## config.mk

```make
export PLATFORM = sky130hd
export DESIGN_NAME = window_serializer
export DESIGN_NICKNAME = d
export VERILOG_FILES = /design/src/rtl/window_serializer.sv
export SDC_FILE = /design/constraint.sdc
export NUM_CORES = 1
export LEC_CHECK = 0
export ABC_AREA = 1
export BUFFER_PORTS_ARGS = -buffer_cell sky130_fd_sc_hd__buf_4
export CORE_MARGIN = 5
export CORE_UTILIZATION = 45
export DETAILED_ROUTE_END_ITERATION = 10
export PLACE_DENSITY = 0.68
export SLEW_MARGIN = 10
export SYNTH_ARGS = -nofsm -noshare
export SYNTH_HDL_FRONTEND = slang
export SYNTH_SLANG_ARGS = --single-unit
export TNS_END_PERCENT = 5
```

## constraint.sdc

```tcl
create_clock -name clk_i -period 3.2 [get_ports clk_i]
set_input_delay 0.32 -clock clk_i [delete_from_list [all_inputs] [get_ports clk_i]]
set_output_delay 0.32 -clock clk_i [all_outputs]
set_load 0.03 [all_outputs]
```

## src/rtl/window_serializer.sv

```systemverilog
// Parallel-to-serial unloader: captures a DEPTH-word window in one cycle and streams
// it out one word per valid/ready transfer, oldest-first or newest-first.
module window_serializer #(
    parameter int unsigned WIDTH        = 24,
    parameter int unsigned DEPTH        = 7,
    parameter bit          OLDEST_FIRST = 1'b1
) (
    input  logic                     clk_i,
    input  logic                     reset_n_i,
    input  logic                     load_i,
    output logic                     ready_o,
    input  logic [WIDTH*DEPTH-1:0]   data_i,
    input  logic                     flush_i,
    output logic                     valid_o,
    input  logic                     ready_i,
    output logic [WIDTH-1:0]         data_o,
    output logic                     last_o,
    output logic                     busy_o
);

    localparam int unsigned    IW       = $clog2(DEPTH);
    localparam logic [IW-1:0]  LAST_IDX = IW'(DEPTH - 1);

    typedef enum logic {
        IDLE = 1'b0,
        SEND = 1'b1
    } state_t;

    state_t                          state_q, state_d;
    logic [IW-1:0]                   idx_q, idx_d;
    logic [DEPTH-1:0][WIDTH-1:0]     buf_q, buf_d;
    logic [WIDTH-1:0]                data_q, data_d;
    logic                            last_q, last_d;
    logic [DEPTH-1:0][WIDTH-1:0]     win_w;
    logic [IW-1:0]                   idx_inc_w;

    assign win_w     = data_i;
    assign idx_inc_w = idx_q + IW'(1);

    // Maps transfer number k to the buffer slot it carries.
    function automatic logic [IW-1:0] word_sel(input logic [IW-1:0] k);
        return OLDEST_FIRST ? (LAST_IDX - k) : k;
    endfunction

    always_comb begin
        state_d = state_q;
        idx_d   = idx_q;
        buf_d   = buf_q;
        data_d  = data_q;
        last_d  = last_q;

        case (state_q)
            IDLE: begin
                if (load_i) begin
                    buf_d   = win_w;
                    idx_d   = '0;
                    data_d  = win_w[word_sel('0)];
                    last_d  = 1'b0;
                    state_d = SEND;
                end
            end
            SEND: begin
                if (ready_i) begin
                    if (last_q) begin
                        state_d = IDLE;
                        idx_d   = '0;
                        data_d  = '0;
                        last_d  = 1'b0;
                    end else begin
                        idx_d  = idx_inc_w;
                        data_d = buf_q[word_sel(idx_inc_w)];
                        last_d = (idx_inc_w == LAST_IDX);
                    end
                end
            end
            default: state_d = IDLE;
        endcase

        // Flush wins over both a pending load and a same-cycle transfer.
        if (flush_i) begin
            state_d = IDLE;
            idx_d   = '0;
            buf_d   = buf_q;
            data_d  = '0;
            last_d  = 1'b0;
        end
    end

    always_ff @(posedge clk_i) begin
        if (!reset_n_i) begin
            state_q <= IDLE;
            idx_q   <= '0;
            buf_q   <= '0;
            data_q  <= '0;
            last_q  <= 1'b0;
        end else begin
            state_q <= state_d;
            idx_q   <= idx_d;
            buf_q   <= buf_d;
            data_q  <= data_d;
            last_q  <= last_d;
        end
    end

    assign ready_o = (state_q == IDLE);
    assign valid_o = (state_q == SEND);
    assign busy_o  = (state_q == SEND);
    assign data_o  = data_q;
    assign last_o  = last_q;

endmodule

```

==> results of run 1 <==
[layout by cell type (no fill, tap or decap)]
cell type	instances
nand2_1	448
buf_4	215
a21oi_1	197
dfxtp_1	196
inv_1	149
o21ai_0	135
nand3_1	77
o21ai_1	58
clkbuf_16	17
inv_2	7
nand2_2	4
ha_1	3
clkbuf_8	3
clkinv_2	3
clkbuf_1	3
buf_12	3
bufinv_16	2
nand2_8	1
nor2_2	1
nor2_1	1
nand4_1	1
inv_6	1
clkinvlp_4	1
inv_4	1
dfxtp_4	1
[cell families after synthesis]
kind of cell,count (synthesis)
simple gates,533
flops,197
compound gates,390
buf+inv,257
fa+ha+maj,3
[worst max-delay path: cells and delay by family (launching register included)]
family / cells / cell delay [ps]
flip-flops: 1 / 350
AO/OA/AOI/OAI: 2 / 460
buffers and inverters: 3 / 910
AND/OR/NAND/NOR: 2 / 490
[worst paths after layout]
kind | from | endpoint | slack (ps)
worst min register to register | buf_q[91]$_SDFFE_PN0P_ | buf_q[91]$_SDFFE_PN0P_ | 450
worst max register to register | busy_o$_SDFF_PP0_ | buf_q[14]$_SDFFE_PN0P_ | 780
worst max-delay path | busy_o$_SDFF_PP0_ | buf_q[14]$_SDFFE_PN0P_ | 780
worst min-delay path | data_i[77] | buf_q[77]$_SDFFE_PN0P_ | 150
[sequential cells by signal (all words and copies together) (netlist names)]
signal	count
buf_q	168
busy_o	1
data_o	24
last_o	1
idx_q	3
[routing by layer]
| layer | vias up | global-route usage [%] |
|---|---|---|
| met5 | - | 2.07 |
| met4 | 2 | 8.65 |
| met3 | 52 | 6.34 |
| met2 | 357 | 36.9 |
| met1 | 4180 | 33.1 |
| li1 | 4664 | - |
[layout make-up]
type / instances / area [um2]
Inverter: 156 / 586
Timing Repair Buffer: 218 / 1670
Fill cell: 2016 / 8800
Clock buffer: 23 / 478
Tap cell: 270 / 338
Sequential cell: 197 / 3950
Clock inverter: 8 / 97.6
Multi-Input combinational cell: 926 / 4120
[report_power, final]
group	switching (mW)	internal (mW)	total (mW)	leakage [nW]
clock network	0.921	1.21	2.13	0.284
logic	0.495	0.333	0.828	3.21
registers	0.0502	2.61	2.66	1.62
[stage by stage]
step           setup slack, ps  hold WS (ps)  cells  instance area, um2  power, mW
2_1_floorplan             1110           429   1380                9080       3.18
3_5_place_dp               903           443   1767               10700       3.53
4_1_cts                    890           139   1798               11200       5.64
5_1_grt                    665           152   1798               11200       5.86
6_report                   783           149   1798               11200       5.62
3_3_place_gp               931           439   1767               10700       3.52
==> metrics.txt, run 1 <==
Synth Area in Simple Gates=23.2%; crit-path max FO=79; Post-Synth XOR/XNOR Area=0%; core area=20000 um2; Setup Total Neg Slack=0 ps; largest net degree at the start of global routing=105; post-layout util=56.1%; total gr overflow=0; Synth top area share=between 40 and 50%; CTS tree=yes; sequential area share after synthesis=approximately 43%; clk root buf=clkbuf_16; Gates resized, CTS repair=0; Critical Path Most Common Cell=inv_2; distinct cell type count after synthesis=18; clock transition at the registers of the reported paths=70 ps; Critical Path End Type=flip-flop; CP Launch Type=flip-flop; drt pass-1 iters=6; main combinational cell family by area after synthesis=simple AND/OR/NAND/NOR gates; Fmax=about 410 MHz; EDFF count, synth=0; # hold bufs at CTS=0; Hold WC Path Type=in -> reg; CP Data Arrival Time=2720 ps; syn avg cell area=6.58 um2; Crit Path Category=reg -> reg; ANT nets after route=0; Post CTS Setup Buffer Count=0; RSZ-0062 raised after global routing=false; drt via density=5.15; Cells after Synth=1380; adder and majority gate portion of the synthesized area=less than 1%; post-route minimum period=between 2000 and 2500 ps; dominant synthesized flop cell=dfxtp_1; Compound-Gate Fraction of Synth Area=21.5%; clock buffer depth=2; crit-path max cell delay=approximately 520 ps; Least-Margin Pin Slew=886 ps; # DRC=0; routed via count=9255; Initial Utilization=45.3%; Commonest cells post-synth=nand2_1, a21oi_1, dfxtp_1, inv_1, o21ai_0; Hold Path Cell Cnt=3; WL met2=~13000 um; H-tree level count=4; CTS sink cnt=about 200; GRT Total Usage=24.2%; Die H=152 um; outcome=finished clean; worst skew pair latency=around 430 ps; Post-synth ARST share=0%; Leakage Power=just over 5 nW; die area=23100 um2; PwrDens=500 nW/um2; Slew Viols, Final=0; Mapped Nets=about 1.6k; number of antenna violations at the first check in global routing=0; routability cong.=0.871; top-level I/O count=201; DR iter-0 viols=951; vias in the first global route=about 8.5k; Layout area overhead=23.8%; WL final=28900 um; DIE WIDTH=152 um; fin crit share=about three quarters; multiplexer area fraction after synthesis=0%; final setup vio count=0; # diodes=0; peak supply drop=353 uV; share of cells above drive strength 1=17.0%; R2R depth=7; Critical-path top delay cell=inv_2; largest cells by area after synthesis=dfxtp_1, nand2_1, a21oi_1; WL/cell=16.1 um; Num CTS Buffers=17; max_slew headroom=40.8%; Yosys reg bits=197; Nets=1692; met3 WL post-DR=2290 um; hpwl dp=roughly 20000 um; largest area contributor in the netlist=dfxtp_1; Final Skew=7.40 ps; PortBufs=200; worst-path cell chain=inv_2, nand2_2, inv_2, nand2_8, buf_12, o21ai_0, a21oi_1; FP Rows=52; Synth Cell Area=9080 um2; first-pass GRT wire length=around 45000 um; count leader, synth=nand2_1; count of final hold-check violations=0; Met1 Wirelength=12600 um; Max Cap Viol=0; DR top layer=met5; Synthesis Warnings=0; required time worst endpoint=between 3000 and 4000 ps
(Power assumes the default switching activity.)
==> run 2: changes to the inputs <==
- PLACE_DENSITY: 0.68 -> 0.71
- clock period: 3.2 -> 2.2 ns (I/O delays scaled with it)
==> run 2 against run 1 <==
Compared with the run above:
- global-route usage down 0.34 points
- final area grew 1.2%
- non-clock buffer count increased by 10
- die area unchanged
- cell count increased by 0.56%
- clock skew increased by 3.1 ps
- routed wire length is 2.4% lower
- critical path type unchanged
- highest routed layer is now met4
==> metrics.txt, run 2 (same netlist as run 1, synthesis figures left out) <==
Max Cap Viol=0 (unchanged); core area=20000 um2 (unchanged); PwrDens=719 nW/um2 (+44%); crit-path leading delay family=buffers and inverters; Hold WC Path Type=in -> reg; most frequent cells in the layout=nand2_1, buf_4, a21oi_1; fin crit share=85.4% (+9.8 points); H-tree level count=4 (unchanged); # fillers=1965 (-2.5%); die area=23100 um2 (unchanged); placed instance area=10800 um2 (+1.3%); count of final hold-check violations=0 (unchanged); reg-to-reg critical path endpoint=data_o[9]$_SDFFE_PP0P_; routed via count=9299 (+0.48%); first-pass GRT wire length=45300 um (-0.42%); RSZ-0062 raised after global routing=false; GRT Total Usage=23.9% (-0.34 points); top-level I/O count=201 (unchanged); largest net degree at the start of global routing=88 (-16%); Crit path depth=8 (+1); routability cong.=0.858 (-1.5%); clock buffer depth=2 (unchanged); CP Data Arrival Time=2240 ps (-480 ps); DR iter-0 viols=802 (-16%); vias in the first global route=8924 (+4.4%); post-layout util=56.7% (+0.67 points); # hold bufs at CTS=0 (unchanged); Least-Margin Pin Slew=594 ps (-292 ps); Setup Total Neg Slack=0 ps (unchanged); share of cells above drive strength 1=17.6% (+0.54 points); Num CTS Buffers=17 (unchanged); hold_ws=45.5 ps (-103 ps); Critical Path Most Common Cell=nand2_1; peak supply drop=498 uV (+41%); max_slew headroom=60.4% (+20 points); R2R setup slack=320 ps (-460 ps); Gates resized, CTS repair=0 (unchanged); Design Area, Final=11400 um2 (+1.2%); FP Rows=52 (unchanged); Critical Path End Type=flip-flop; most common cell after layout, fill and taps aside=nand2_1; final setup vio count=0 (unchanged); drt via density=5.14 (about the same); Layout area overhead=25.3%; crit-path max cell delay=470 ps (-50 ps); CTS sink cnt=197 (unchanged); Worst Setup EP=data_o[9]$_SDFFE_PP0P_; post-route minimum period=1880 ps (-539 ps); required time worst endpoint=2560 ps (-940 ps); drt pass-1 iters=5 (-1); Critical Path Start=idx_q[0]$_SDFFE_PP0P_; Reg2Reg Launch Point=idx_q[0]$_SDFFE_PP0P_; Nets=1702 (+0.59%); CTS tree=yes; clock transition at the registers of the reported paths=70 ps (about the same); WL/cell=15.6 um (-3.0%); worst skew pair latency=430 ps (about the same); CP Launch Type=flip-flop; WL final=28200 um (-2.4%); Largest register FFs=168 (unchanged); # diodes=0 (unchanged); R2R depth=8 (+1); Largest Register=buf_q; Critical-path top delay cell=buf_4; ANT nets after route=0 (unchanged); Fmax=532 MHz (+29%); Post CTS Setup Buffer Count=0 (unchanged); # DRC=0 (unchanged); CP bufs+invs=2 (-1); PortBufs=200 (unchanged); Leakage Power=5.16 nW (+1.0%); worst-path cell chain=buf_4, nand2_2, buf_4, nand2_1, nand2_1, nand2_1, nand3_1, a21oi_1; crit-path max FO=52 (-34%); Slew Viols, Final=0 (unchanged); total gr overflow=0 (unchanged); DIE WIDTH=152 um (unchanged); outcome=finished clean; Initial Utilization=45.3% (unchanged); Die H=152 um (unchanged); Final Skew=10.5 ps (+3.15 ps); number of antenna violations at the first check in global routing=0 (unchanged); hpwl dp=20300 um (+1.7%); clk root buf=clkbuf_16; Crit Path Category=reg -> reg
run 2: cell type report:
| cell class | count | area (um2) | area share, % |
|---|---|---|---|
| multi-input combinational | 926 | 4120 | 36.2 |
| sequential | 197 | 3950 | 34.7 |
| timing repair buffer | 228 | 1810 | 15.9 |
| inverter | 156 | 586 | 5.15 |
| clock buffer | 21 | 450 | 3.96 |
| tap | 270 | 338 | 2.97 |
| clock inverter | 10 | 121 | 1.07 |
run 2: where the power goes:
part	internal, mW	switching (mW)	total, mW	leakage [nW]
logic	0.501	0.723	1.22	3.28
registers	3.79	0.0724	3.86	1.62
clock network	1.71	1.38	3.09	0.263
total	6.00	2.18	8.18	5.16
run 2: metal layers:
metal / part of all wire (%) / global-route usage, % / vias up
met5: 0 / 0 / -
met4: 2.2 / 7.36 / 0
met3: 7.1 / 4.52 / 46
met2: 47 / 38.5 / 329
met1: 44 / 32.6 / 4245
li1: - / - / 4679
run 2: worst min path at each step:
stage / start / slack, ps / depth (start not counted) / endpoint
after floorplan: ready_i / 370 / 2 / idx_q[0]$_SDFFE_PP0P_
after global placement: buf_q[47]$_SDFFE_PN0P_ / 440 / 2 / buf_q[47]$_SDFFE_PN0P_
after detailed placement: buf_q[64]$_SDFFE_PN0P_ / 440 / 2 / buf_q[64]$_SDFFE_PN0P_
after CTS: data_i[89] / 40 / 3 / buf_q[89]$_SDFFE_PN0P_
after global routing: data_i[89] / 40 / 3 / buf_q[89]$_SDFFE_PN0P_
final: data_i[89] / 50 / 3 / buf_q[89]$_SDFFE_PN0P_
run 2: metrics by stage:
step | total power [mW] | std cells | setup WS [ps]
floorplan | 4.63 | 1380 | 113
global placement | 5.14 | 1777 | 396
detailed placement | 5.16 | 1777 | 361
CTS | 8.20 | 1808 | 335
global route | 8.53 | 1808 | 200
finish | 8.18 | 1808 | 322
run 2: worst reg2reg max path, stage by stage (launching register included):
cell and delay [ps]:
dfxtp_4 360, buf_4 470, nand2_2 160, buf_4 290, nand2_1 150, nand2_1 60
nand2_1 100, nand3_1 90, a21oi_1 130
==> run 3: changes to the inputs <==
- ABC_AREA: 1 -> not set
==> run 3 against run 2 <==
Compared with the run above:
- final area shrank 2.7%
- core utilization grew 0.12 points
- cell count shrank 19%
- first-iteration DRC count grew 3.1%
- worst hold slack lost 22 ps
- combinational power shrank 22%
- maximum frequency shrank 6.1%
- critical path type unchanged
- largest cell class unchanged
- synthesized cell count shrank 25%
- non-clock buffer count shrank 2
- routed wire length shrank 11%
==> metrics.txt, run 3 <==
Max Cap Viol=0 (unchanged); reg-to-reg critical path endpoint=data_o[6]$_SDFFE_PP0P_; most frequent cells in the layout=nand2_1, buf_4, dfxtp_1; Largest register FFs=168 (unchanged); PwrDens=723 nW/um2 (+0.61%); first-pass GRT wire length=39200 um (-14%); R2R setup slack=200 ps (-120 ps); worst skew pair latency=440 ps (about the same); CTS tree=yes; Cells after Synth=1035 (-25%); Crit Path Category=reg -> reg; DIE WIDTH=150 um (-1.0%); distinct cell type count after synthesis=33 (+15); drt pass-1 iters=5 (unchanged); drt via density=5.25 (+2.0%); worst-path cell chain=buf_4, ha_1, xnor3_1, buf_4, o21ai_0, o221ai_1, a21oi_1; CP Launch Type=flip-flop; Leakage Power=4.45 nW (-14%); Setup Total Neg Slack=0 ps (unchanged); max_slew headroom=71.1% (+11 points); PortBufs=200 (unchanged); Gates resized, CTS repair=0 (unchanged); Yosys reg bits=197 (unchanged); grt met2 use=31.4% (-7.1 points); routed via count=7712 (-17%); Die H=150 um (-1.0%); Initial Utilization=45.6% (+0.33 points); most common cell after layout, fill and taps aside=nand2_1; WL/cell=17.1 um (+10%); GR Util met3=6.05% (+1.5 points); outcome=finished clean; vias in the first global route=7302 (-18%); # diodes=0 (unchanged); count of final hold-check violations=0 (unchanged); CP Data Arrival Time=2320 ps (+80 ps); Critical Path End Type=flip-flop; Layout area overhead=24.6%; Slew Viols, Final=0 (unchanged); R2R depth=7 (-1); Synth Cell Area=8880 um2 (-2.2%); final setup vio count=0 (unchanged); # hold bufs at CTS=0 (unchanged); peak supply drop=546 uV (+9.7%); met1 usage=33.8% (+1.2 points); Post CTS Setup Buffer Count=0 (unchanged); dominant synthesized flop cell=dfxtp_1; total gr overflow=0 (unchanged); largest cells by area after synthesis=dfxtp_1, nand2_1, a21boi_1; Critical Path Most Common Cell=buf_4; Reg2Reg Launch Point=idx_q[0]$_SDFFE_PP0P_; Synthesis Warnings=0 (unchanged); Largest Register=buf_q; largest area contributor in the netlist=dfxtp_1; Tot Pwr=8.01 mW (-2.1%); ANT nets after route=0 (unchanged); post-layout util=56.9% (+0.12 points); hold wc startpoint=data_i[106]; Mapped Nets=1211 (-22%); clk root buf=clkbuf_16; required time worst endpoint=2520 ps (-40 ps); CTS sink cnt=197 (unchanged); top-level I/O count=201 (unchanged); core area=19500 um2 (-2.9%); share of cells above drive strength 1=23.7% (+6.1 points); Commonest cells post-synth=nand2_1, dfxtp_1, a21boi_1, o21ai_0, a21boi_0; Num CTS Buffers=17 (unchanged); crit-path max FO=30 (-42%); post-route minimum period=2000 ps (+123 ps); Hold WC Path Type=in -> reg; fin crit share=91.0% (+5.6 points); Synth top area share=44.4% (+0.96 points); sequential area share after synthesis=44.4% (+0.96 points); number of antenna violations at the first check in global routing=0 (unchanged); Final Non-Filler Cells=1470 (-19%); Critical-path top delay cell=dfxtp_2; Final Skew=6.17 ps (-4.37 ps); FP Rows=51 (-1.9%); clock transition at the registers of the reported paths=70 ps (about the same); routability cong.=0.871 (+1.5%); # DRC=0 (unchanged); die area=22600 um2 (-2.0%); hpwl dp=18000 um (-11%); Least-Margin Pin Slew=433 ps (-161 ps); RSZ-0062 raised after global routing=false; syn avg cell area=8.58 um2 (+30%); busiest grt layer=met1; Post-synth ARST share=0% (unchanged); EDFF count, synth=0 (unchanged); Hold Path Cell Cnt=3 (unchanged); crit-path max cell delay=360 ps (-110 ps); count leader, synth=nand2_1; Fmax=500 MHz (-6.1%); clock buffer depth=2 (unchanged); WL final=25200 um (-11%); largest net degree at the start of global routing=89 (+1.1%); placed insts=1438 (-19%); Endpoint, Worst Hold=buf_q[106]$_SDFFE_PN0P_; H-tree level count=4 (unchanged); GRT Total Usage=22.2% (-1.7 points); Nets=1368 (-20%); DR iter-0 viols=827 (+3.1%)
run 3: cell types whose count changed in the layout (fill, tap and decap cells not counted), sizes merged, moves of 77 or more:
cell    delta
a21boi   +168
a21oi    -171
inv      -155
nand2     -89
nand3     -77
o21ai    -122
run 3: per-layer routing:
layer,part of all wire (%),vias up
met5,0,-
met4,1.3,0
met1,49,3580
li1,-,3807
met2,42,298
met3,7.9,27
run 3: cells by family after synthesis:
| kind of cell | after synthesis | synth area share [%] |
|---|---|---|
| AND/OR/NAND/NOR | 402 | 17.3 |
| AO/OA/AOI/OAI | 291 | 22.2 |
| flip-flops | 197 | 44.4 |
| buffers and inverters | 91 | 6.13 |
| multiplexers | 49 | 9.13 |
| adder cells (fa/ha/maj) | 3 | 0.423 |
| XOR/XNOR | 2 | 0.352 |
run 3: through the flow:
| step | hold slack (ps) | worst slack, ps | area [um2] |
|---|---|---|---|
| 2_1_floorplan | 355 | 33.9 | 8900 |
| 3_3_place_gp | 439 | 244 | 10500 |
| 3_5_place_dp | 441 | 226 | 10500 |
| 4_1_cts | 9.52 | 204 | 11100 |
| 5_1_grt | 1.33 | 17.2 | 11100 |
| 6_report | 23.6 | 199 | 11100 |
run 3: report_power, final:
part           switching (mW)  total [mW]  internal, mW  leakage [nW]
registers               0.102        3.83          3.73          1.61
logic                   0.488       0.953         0.465          2.56
clock network            1.42        3.22          1.80         0.281
total                    2.01        8.01          6.00          4.45
run 3: worst max path at each step:
stage	from	end	depth (start not counted)
after floorplan	idx_q[0]$_SDFFE_PP0P_	data_o[7]$_SDFFE_PP0P_	9
after global placement	idx_q[0]$_SDFFE_PP0P_	data_o[23]$_SDFFE_PP0P_	6
after detailed placement	idx_q[0]$_SDFFE_PP0P_	data_o[6]$_SDFFE_PP0P_	7
after CTS	idx_q[0]$_SDFFE_PP0P_	data_o[6]$_SDFFE_PP0P_	7
after global routing	idx_q[0]$_SDFFE_PP0P_	data_o[0]$_SDFFE_PP0P_	7
final	idx_q[0]$_SDFFE_PP0P_	data_o[6]$_SDFFE_PP0P_	7
run 3: area by class of cell:
class	count	area, um2
Clock inverter	14	179
Sequential cell	197	3950
Fill cell	1793	8390
Multi-Input combinational cell	747	4410
Inverter	3	16.3
Tap cell	265	332
Clock buffer	18	429
Timing Repair Buffer	226	1760
run 3: critical path: cells and delay by family (launching register included):
kind,cells,cell delay (ps)
buffers and inverters,2,640
AO/OA/AOI/OAI,3,440
flip-flops,1,360
adder cells (fa/ha/maj),1,270
XOR/XNOR,1,170
